`src/rtl/cordic_vec_pkg.sv`:
```
// rtl/cordic_vec_pkg.sv - shared CORDIC vectoring types, constants and atan table (CORDIC_GAIN_COMP_EN)
package cordic_vec_pkg;

  typedef enum logic [1:0] {
    S_IDLE,
    S_ITER,
    S_SCALE,
    S_DONE
  } state_t;

  localparam int IDX_W      = 5;
  localparam int GUARD_BITS = 4;

`ifdef CORDIC_GAIN_COMP_EN
  localparam int INV_K_Q18  = 159188;
  localparam int INV_K_FRAC = 18;
`endif

  function automatic int quarter_turn(input int w);
    return 1 << (w - 2);
  endfunction

  // round(atan(2^-i) * 2^18 / (2*pi)); a full turn is 2^18 at W=18
  function automatic int atan_w18(input int i);
    case (i)
      0:       return 32768;
      1:       return 19344;
      2:       return 10221;
      3:       return 5188;
      4:       return 2604;
      5:       return 1303;
      6:       return 652;
      7:       return 326;
      8:       return 163;
      9:       return 81;
      10:      return 41;
      11:      return 20;
      12:      return 10;
      13:      return 5;
      14:      return 3;
      15:      return 1;
      16:      return 1;
      default: return 0;
    endcase
  endfunction

  function automatic int atan_lsb(input int w, input int i);
    int t = atan_w18(i);
    if (w >= 18) return t << (w - 18);
    return (t + (1 << (17 - w))) >>> (18 - w);
  endfunction

endpackage

```
`src/rtl/cordic_vec_if.sv`:
```
// rtl/cordic_vec_if.sv - start/done request and result bundle of the vectoring engine
interface cordic_vec_if #(
  parameter int W = 18
);
  logic                start;
  logic signed [W-1:0] x0;
  logic signed [W-1:0] y0;
  logic                busy;
  logic                done;
  logic signed [W+1:0] mag;
  logic signed [W-1:0] zn;

  modport master (output start, x0, y0, input busy, done, mag, zn);
  modport slave  (input start, x0, y0, output busy, done, mag, zn);
endinterface

```
`src/rtl/cordic_atan_rom.sv`:
```
// rtl/cordic_atan_rom.sv - combinational micro-rotation angle lookup, i -> atan_i in W-bit turn units
module cordic_atan_rom
  import cordic_vec_pkg::*;
#(
  parameter int W = 18
) (
  input  logic [IDX_W-1:0]    idx,
  output logic signed [W-1:0] atan
);

  always_comb begin
    atan = W'(atan_lsb(W, int'(idx)));
  end

endmodule

```
`src/rtl/cordic_vec.sv`:
```
// rtl/cordic_vec.sv - iterative vectoring CORDIC, (x0,y0) -> magnitude and atan2 phase
// CORDIC_GAIN_COMP_EN adds a SCALE state that removes the CORDIC gain from mag.
module cordic_vec
  import cordic_vec_pkg::*;
#(
  parameter int W = 18,
  parameter int N = 16
) (
  input  logic        clk,
  input  logic        rst,
  cordic_vec_if.slave bus
);

  localparam int G  = GUARD_BITS;
  localparam int MW = W + 2;
  localparam int DW = MW + G;
  localparam int CW = (N > 1) ? $clog2(N) : 1;
  localparam logic signed [W-1:0] ANG_P90 = W'(quarter_turn(W));

  state_t               state;
  logic signed [DW-1:0] x, y, x_n, y_n, x0_s, y0_s, x_rnd;
  logic signed [W-1:0]  z, z_n, atan_i;
  logic signed [MW-1:0] x_mag;
  logic [CW-1:0]        cnt;
  logic                 zero_in;
  logic                 busy_r, done_r;
  logic signed [MW-1:0] mag_r;
  logic signed [W-1:0]  zn_r;

  assign bus.busy = busy_r;
  assign bus.done = done_r;
  assign bus.mag  = mag_r;
  assign bus.zn   = zn_r;

  // Fractional guard bits keep truncation of the shifted terms from biasing mag and phase
  assign x0_s = {{2{bus.x0[W-1]}}, bus.x0, {G{1'b0}}};
  assign y0_s = {{2{bus.y0[W-1]}}, bus.y0, {G{1'b0}}};

  cordic_atan_rom #(.W(W)) u_atan_rom (
    .idx  (IDX_W'(cnt)),
    .atan (atan_i)
  );

  always_comb begin
    if (!y[DW-1]) begin
      x_n = x + (y >>> cnt);
      y_n = y - (x >>> cnt);
      z_n = z + atan_i;
    end else begin
      x_n = x - (y >>> cnt);
      y_n = y + (x >>> cnt);
      z_n = z - atan_i;
    end
  end

  assign x_rnd = x_n + (DW'(1) <<< (G - 1));
  assign x_mag = MW'(x_rnd >>> G);

`ifdef CORDIC_GAIN_COMP_EN
  localparam int PW = DW + 19;
  logic signed [PW-1:0] prod, prod_r;
  logic signed [MW-1:0] x_scaled;

  assign prod     = PW'(x) * PW'(INV_K_Q18);
  assign prod_r   = prod + (PW'(1) <<< (INV_K_FRAC + G - 1));
  assign x_scaled = MW'(prod_r >>> (INV_K_FRAC + G));
`endif

  always_ff @(posedge clk or posedge rst) begin
    if (rst) begin
      state   <= S_IDLE;
      x       <= '0;
      y       <= '0;
      z       <= '0;
      cnt     <= '0;
      zero_in <= 1'b0;
      busy_r  <= 1'b0;
      done_r  <= 1'b0;
      mag_r   <= '0;
      zn_r    <= '0;
    end else begin
      done_r <= 1'b0;
      case (state)
        // DONE accepts a new start exactly like IDLE
        S_IDLE, S_DONE: begin
          state <= S_IDLE;
          if (bus.start) begin
            if (!bus.x0[W-1]) begin
              x <= x0_s;
              y <= y0_s;
              z <= '0;
            end else if (!bus.y0[W-1]) begin
              x <= y0_s;
              y <= -x0_s;
              z <= ANG_P90;
            end else begin
              x <= -y0_s;
              y <= x0_s;
              z <= -ANG_P90;
            end
            zero_in <= (bus.x0 == '0) && (bus.y0 == '0);
            cnt     <= '0;
            busy_r  <= 1'b1;
            state   <= S_ITER;
          end
        end
        S_ITER: begin
          x   <= x_n;
          y   <= y_n;
          z   <= z_n;
          cnt <= cnt + CW'(1);
          if (cnt == CW'(N - 1)) begin
`ifdef CORDIC_GAIN_COMP_EN
            state <= S_SCALE;
`else
            mag_r  <= x_mag;
            zn_r   <= zero_in ? '0 : z_n;
            done_r <= 1'b1;
            busy_r <= 1'b0;
            state  <= S_DONE;
`endif
          end
        end
`ifdef CORDIC_GAIN_COMP_EN
        S_SCALE: begin
          mag_r  <= x_scaled;
          zn_r   <= zero_in ? '0 : z;
          done_r <= 1'b1;
          busy_r <= 1'b0;
          state  <= S_DONE;
        end
`endif
        default: state <= S_IDLE;
      endcase
    end
  end

endmodule
```
`src/flat_wrapper.sv`:
```
// flat-port wrapper written by rule: the top's interface ports become plain ports
module cordic_vec_flat import cordic_vec_pkg::*;
#(
  parameter int W = 18,
  parameter int N = 16
)
  (clk, rst, bus_start, bus_x0, bus_y0, bus_busy, bus_done, bus_mag, bus_zn);
  cordic_vec_if #(.W(W)) bus_i ();
  input  logic clk;
  input  logic rst;
  input wire logic [$bits(bus_i.start)-1:0] bus_start;
  input wire logic [$bits(bus_i.x0)-1:0] bus_x0;
  input wire logic [$bits(bus_i.y0)-1:0] bus_y0;
  output wire logic [$bits(bus_i.busy)-1:0] bus_busy;
  output wire logic [$bits(bus_i.done)-1:0] bus_done;
  output wire logic [$bits(bus_i.mag)-1:0] bus_mag;
  output wire logic [$bits(bus_i.zn)-1:0] bus_zn;
  assign bus_i.start = bus_start;
  assign bus_i.x0 = bus_x0;
  assign bus_i.y0 = bus_y0;
  assign bus_busy = bus_i.busy;
  assign bus_done = bus_i.done;
  assign bus_mag = bus_i.mag;
  assign bus_zn = bus_i.zn;
  cordic_vec #(.W(W), .N(N)) u_core (.clk(clk), .rst(rst), .bus(bus_i));
endmodule
```
`config.mk`:
```
export PLATFORM = sky130hd
export DESIGN_NAME = cordic_vec_flat
export DESIGN_NICKNAME = d
export VERILOG_FILES = /design/src/rtl/cordic_vec_pkg.sv /design/src/rtl/cordic_vec_if.sv /design/src/rtl/cordic_atan_rom.sv /design/src/rtl/cordic_vec.sv /design/src/flat_wrapper.sv
export SDC_FILE = /design/constraint.sdc
export NUM_CORES = 1
export LEC_CHECK = 0
export ABC_CLOCK_PERIOD_IN_PS = 16700
export CAP_MARGIN = 20
export CORE_MARGIN = 4
export CORE_UTILIZATION = 55
export CTS_CLUSTER_DIAMETER = 150
export DETAILED_ROUTE_END_ITERATION = 7
export PLACE_DENSITY = 0.8
export SYNTH_ARGS = -nofsm -noshare
export SYNTH_HDL_FRONTEND = slang
export SYNTH_SLANG_ARGS = --single-unit
```
`constraint.sdc`:
```
create_clock -name clk -period 16.7 [get_ports clk]
set_input_delay 1.67 -clock clk [delete_from_list [all_inputs] [get_ports clk]]
set_output_delay 1.67 -clock clk [all_outputs]
set_load 0.005 [all_outputs]
```
## Word level (Yosys, flattened, before mapping)

Memory sizes are Yosys's and may differ from the RTL's.
Cells that the tools add are included.

- Flip-flop bits (word level): 113
- Bits in latches: 0
- RAM bits: 0
- Memory bits (read-only): 512
- Bits of input ports: 39
- Memories kept: 1

Memories:

| name | words | bits a word | rd ports | clocked after Yosys merged registers in | wr ports | line | text |
|---|---|---|---|---|---|---|---|
| (no name shown) | 32 | 16 | 1 | 0 | 0 | cordic_vec_pkg.sv:25 | `case (i)` |

- Add/subtract/negate cells: 10
- $mul: 0
- Divide/modulo/power cells: 0
- Magnitude comparators: 0
- Equality and inequality tests: 5
- Shift operators: 2
- Muxes and demuxes: 26
- Bitwise logic cells: 0
- Reductions and logical operators: 10

Operator list:

| operator | count |
|---|---|
| two-way mux 24 bit | 8 |
| one-hot mux 24 bit (2 select lines) | 2 |
| two-way mux 18 bit | 5 |
| adder 24 bit | 2 |
| negation 22 -> 24 bit | 2 |
| >>> shifter 24 x 4 -> 24 bit | 2 |
| subtractor 24 bit | 2 |
| zero test 18 bit | 2 |
| one-hot mux 18 bit (2 select lines) | 1 |
| adder 24 x 5 -> 24 bit, second input constant | 1 |
| adder 18 bit | 1 |
| subtractor 18 bit | 1 |
| one-hot mux 4 bit (2 select lines) | 1 |
| AND reduction 2 bit | 3 |
| two-way mux 1 bit | 5 |
| adder 4 x 1 -> 4 bit, second input constant | 1 |
| == test 4 bit, second input constant | 1 |
| two-way mux 4 bit | 1 |
| one-hot mux 2 bit (2 select lines) | 1 |
| AND reduction 3 bit | 1 |
| == test 2 x 1 -> 1 bit, second input constant | 1 |
| == test 2 bit, second input constant | 1 |
| zero test 2 bit | 1 |
| two-way mux 2 bit | 1 |
| 6 further kinds | 6 |

## Depth between registers and ports, before layout

- Depth in word-level cells: 5
- Gate-level depth with buffers: 26
- Mapped depth without buffers: 21

## Hierarchy

A second synthesis with hierarchy kept.

- Cells, all modules: 1,591
- Area total of the unflattened synthesis: 13,362.8 µm²

Modules (own cells, without submodules):

| module | times used | cells each | area an instance (µm²) | seq. area each (µm²) |
|---|---|---|---|---|
| cordic_vec | 1 | 1,527 | 12,881.1 | 2,827.7 |
| cordic_atan_rom | 1 | 64 | 481.7 | 0.0 |

## Worst setup path before layout

OpenSTA, ideal clock, no wires.

- Path kind: register to register
- Start point: register u_core.cnt[3]
- End point: register u_core.mag_r[18] (netlist: u_core.bus.mag[18])
- Data arrival time: 5.432 ns
- Data required time: 16.576 ns
- Path slack: 11.144 ns
- Cell stages (with the launch flop): 23
- Buffers on the path: 6
- Clock period less this slack: 5.556 ns
- Cells stage by stage: dfrtp_1 -> buf_2 -> buf_2 -> buf_1 -> clkbuf_1 -> buf_1 -> buf_1 -> o21a_1 -> ha_1 -> nand2_1 -> o31a_1 -> xor2_1 -> ha_1 -> and3_1 -> o2111a_1 -> a21boi_0 -> o21ai_0 -> a31oi_1 -> xnor2_1 -> or4_1 -> nor4_2 -> a31oi_1 -> o31a_1

- Longest elaborated chain between the ends: 4
- Elaborated cells between the ends (all ways): 7

RTL lines:

| what | line | text |
|---|---|---|
| from (decl) | cordic_vec.sv:24 | `logic [CW-1:0] cnt;` |
| from (signal assigned) | cordic_vec.sv:111 | `cnt <= cnt + CW'(1);` |
| >>> shifter 24 x 4 -> 24 bit | cordic_vec.sv:46, cordic_vec.sv:50 |  |
| adder 24 bit / subtractor 24 bit (equally long branches) | cordic_vec.sv:46, cordic_vec.sv:50 |  |
| two-way mux 24 bit | cordic_vec.sv:45 | `if (!y[DW-1]) begin` |
| adder 24 x 5 -> 24 bit | cordic_vec.sv:56 | `assign x_rnd = x_n + (DW'(1) <<< (G - 1));` |
| to (signal assigned) | cordic_vec.sv:116 | `mag_r <= x_mag;` |
| to (decl) | cordic_vec.sv:27 | `logic signed [MW-1:0] mag_r;` |

Several ways; a longest one is shown, not always the timed one.
A chain may end at the register's enable or synchronous reset.

## Final worst setup path

- Start point: register u_core.cnt[0]
- End point: register u_core.mag_r[18] (netlist: u_core.bus.mag[18])

Same word-level chain as after synthesis.

==> metrics.md <==
| Metric | Value |
|---|---|
| Via Count | around 13k |
| Synth warn | 0 |
| Reg-to-reg startpoint | u_core.cnt[0] |
| Worst R2R Setup Slack | 10050 ps |
| Min-Delay Endpoint | u_core.bus.mag[17] |
| Post-synth EDFFs | 0 |
| Crit. End Element | register |
| Pre-antenna DRT Iters | 5 |
| TritonCTS Buffers | 17 |
| Max Freq | about 150 MHz |
| DRC violations left | 0 |
| Synthesized flop and latch total | ~110 |
| Layout area overhead | 11.0% |
| Unrepaired setup endpoints after global routing | false |
| Clock tree buffer depth | 2 |
| Num Clock Sinks | roughly 110 |
| Reg2reg end | u_core.bus.mag[18] |
| Post-route ant nets | 0 |
| Register area share after synthesis | a little over a fifth |
| Fin crit share | between 30% and 40% |
| Pin count of the biggest net entering global routing | 82 |
| Pins Over Slew Limit | 0 |
| Routed len/inst | between 20 and 25 um |
| CP Launch Type | register |
| Clk Tree Root Cell | clkbuf_16 |
| Total track usage | 31.5% |
| Status | completed |
| Leading cell types in the layout, fill and taps excluded | 159 x nand2_1, 143 x nor2_1, 124 x a21oi_1, 108 x dfrtp_1, 106 x o21ai_0 |
| Hold path cells | 2 |
| Worst Clk Skew | 22.4 ps |
| Antenna diodes | 0 |
| Proportion of layout cells with a drive suffix above 1 | ~8.4% |
| Critical path class | register to register |
| Die Y | about 160 um |
| Worst-skew pair later-pin latency | 450 ps |
| Hold_buf cts | 0 |
| Finish-stage setup viols | 0 |
| Fin crit period | between 6000 and 7000 ps |
| Commonest non-fill, non-tap cell in the layout | nand2_1 |
| Global route overflow | 0 |
| CP max FO | around 60 |
| Hold Crit Class | register to register |
| Die area | 0.0263 mm^2 |
| FP Rows | 56 |
| Core ar. | 0.0234 mm^2 |
| Post-DP HPWL | 31000 um |
| CTS tree | done |
| Leading register cell type out of synthesis | dfrtp_1 |
| Die X | ~160 um |
| Final hold viol count | 0 |
| Reg2Reg Depth | 20 |
| Slew of the pin with the lowest slew margin | 1170 ps |
| Initial antenna violation count | 0 |
| Worst slew margin | 21.7% |
| Port Buffers | 78 |
| Syn Nets | 1699 |
| Routability cong. | 0.975 |
| DR vias/cell | between 6 and 7 |
| Max_cap viols | 0 |
| CP Data Required Time | approximately 17000 ps |
| Post-synth cell types | between 80 and 90 |
| # Post-CTS Setup Buffers | 0 |
| Clock H-tree levels | 4 |
| DR iter-0 viols | roughly 1.2k |
| Setup tns final | 0 ps |
| Arrival @ worst endpoint | about 7000 ps |
| Post-Synthesis Cells | between 1.5k and 2k |
| Fin nets | between 1.5k and 2k |
| # resized after CTS | 0 |
| Mean Syn Cell Area | 8.27 um^2 |
| Starting Density | 55.8% |
| Vias in the first global route | between 10k and 15k |
| Hold Crit Start | u_core.bus.mag[17] |
| IO Pins | 79 |
| Final wirelength | about 42000 um |
| First-pass GRT wire length | roughly 66000 um |
| Post-Syn Area | approximately 0.013 mm^2 |
| FFs w/ async S/R, synth | 100% |
| Clk slew on worst S/H paths | about 60 ps |
==> cell type report <==
cell class	count	area [um^2]
Multi-Input combinational cell	1312	9570
Fill cell	2048	8900
Sequential cell	113	2830
Timing Repair Buffer	93	888
Clock buffer	18	429
Tap cell	319	399
Inverter	61	231
Clock inverter	14	155
==> cells by family after synthesis <==
logic type | synth area share (%)
AOI/OAI and AO/OA | 24.6
xor gates and xnor gates | 8.98
adders and majority gates | 7.83
buffers and inverters | 5.27
DFF | 21.6
muxes | 14.2
and+or+nand+nor | 17.5
==> metrics by stage <==
stage / utilization [%] / instance area (um^2) / setup slack (ps) / cells / hold slack [ps]
final: 62.0 / 14500 / 10050 / 1930 / 478
after global routing: 62.0 / 14500 / 9570 / 1930 / 515
after CTS: 62.0 / 14500 / 10110 / 1930 / 478
after detailed placement: 59.5 / 13900 / 10120 / 1898 / 467
after global placement: 59.5 / 13900 / 10250 / 1898 / 463
after floorplan: - / 13100 / 11140 / 1580 / 455
==> sequential cells by signal, summed over array words and instances (netlist names) <==
| signal | flops |
|---|---|
| u_core.x | 24 |
| u_core.y | 24 |
| u_core.bus.mag | 20 |
| u_core.bus.zn | 18 |
| u_core.z | 18 |
| u_core.cnt | 4 |
| u_core.state | 2 |
| u_core.bus.busy | 1 |
| u_core.bus.done | 1 |
| u_core.zero_in | 1 |
==> synthesized netlist by cell type (27+ instances only) <==
library cell  number  area share [%]
xor2_1            59             4.0
a31oi_1           34             1.6
mux4_2            38             6.6
nor2_1           144             4.1
inv_1             58             1.7
xnor2_1           75             5.0
ha_1              77             7.4
o21a_1            28             1.6
a21oi_1          125             4.8
clkbuf_1          56             1.6
a22o_1            27             1.8
mux2i_1           41             3.1
nand2_1          160             4.6
dfrtp_1          113              22
nor3_1            42             1.6
o21ai_0          106             4.1
==> how the worst max path moves through the flow <==
stage                  start                  to  slack [ps]  depth (start not counted)
4_1_cts        u_core.cnt[0]  u_core.bus.mag[18]       10110                         20
6_report       u_core.cnt[0]  u_core.bus.mag[18]       10050                         20
2_1_floorplan  u_core.cnt[3]  u_core.bus.mag[18]       11140                         22
3_3_place_gp   u_core.cnt[0]  u_core.bus.mag[18]       10250                         20
5_1_grt        u_core.cnt[0]  u_core.bus.mag[18]        9570                         20
3_5_place_dp   u_core.cnt[0]  u_core.bus.mag[18]       10120                         20
==> per-layer routing <==
layer	track usage (%)	up-vias	wire, um
met5	0	-	0
met4	9.65	0	1050
met3	5.43	65	3140
met2	50.7	549	19700
met1	43.7	6224	18300
li1	-	5908	-
==> worst max-delay path, cell delays in order (launching register included) <==
cell,delay [ps]
dfrtp_2,340
buf_4,590
clkinv_1,720
mux4_2,680
a21oi_1,180
a211oi_1,80
and2_1,180
a31oi_1,440
nor2_1,140
xnor2_1,180
ha_1,400
and3_1,230
o2111a_1,210
a21boi_0,160
o21ai_0,160
a31oi_1,370
xnor2_1,220
or4_1,540
nor4_2,280
a31oi_1,130
o31a_1,290
Power is left out: the tool's default activity adds up to more than one toggle a clock period on the data nets, which glitch-free logic cannot reach.
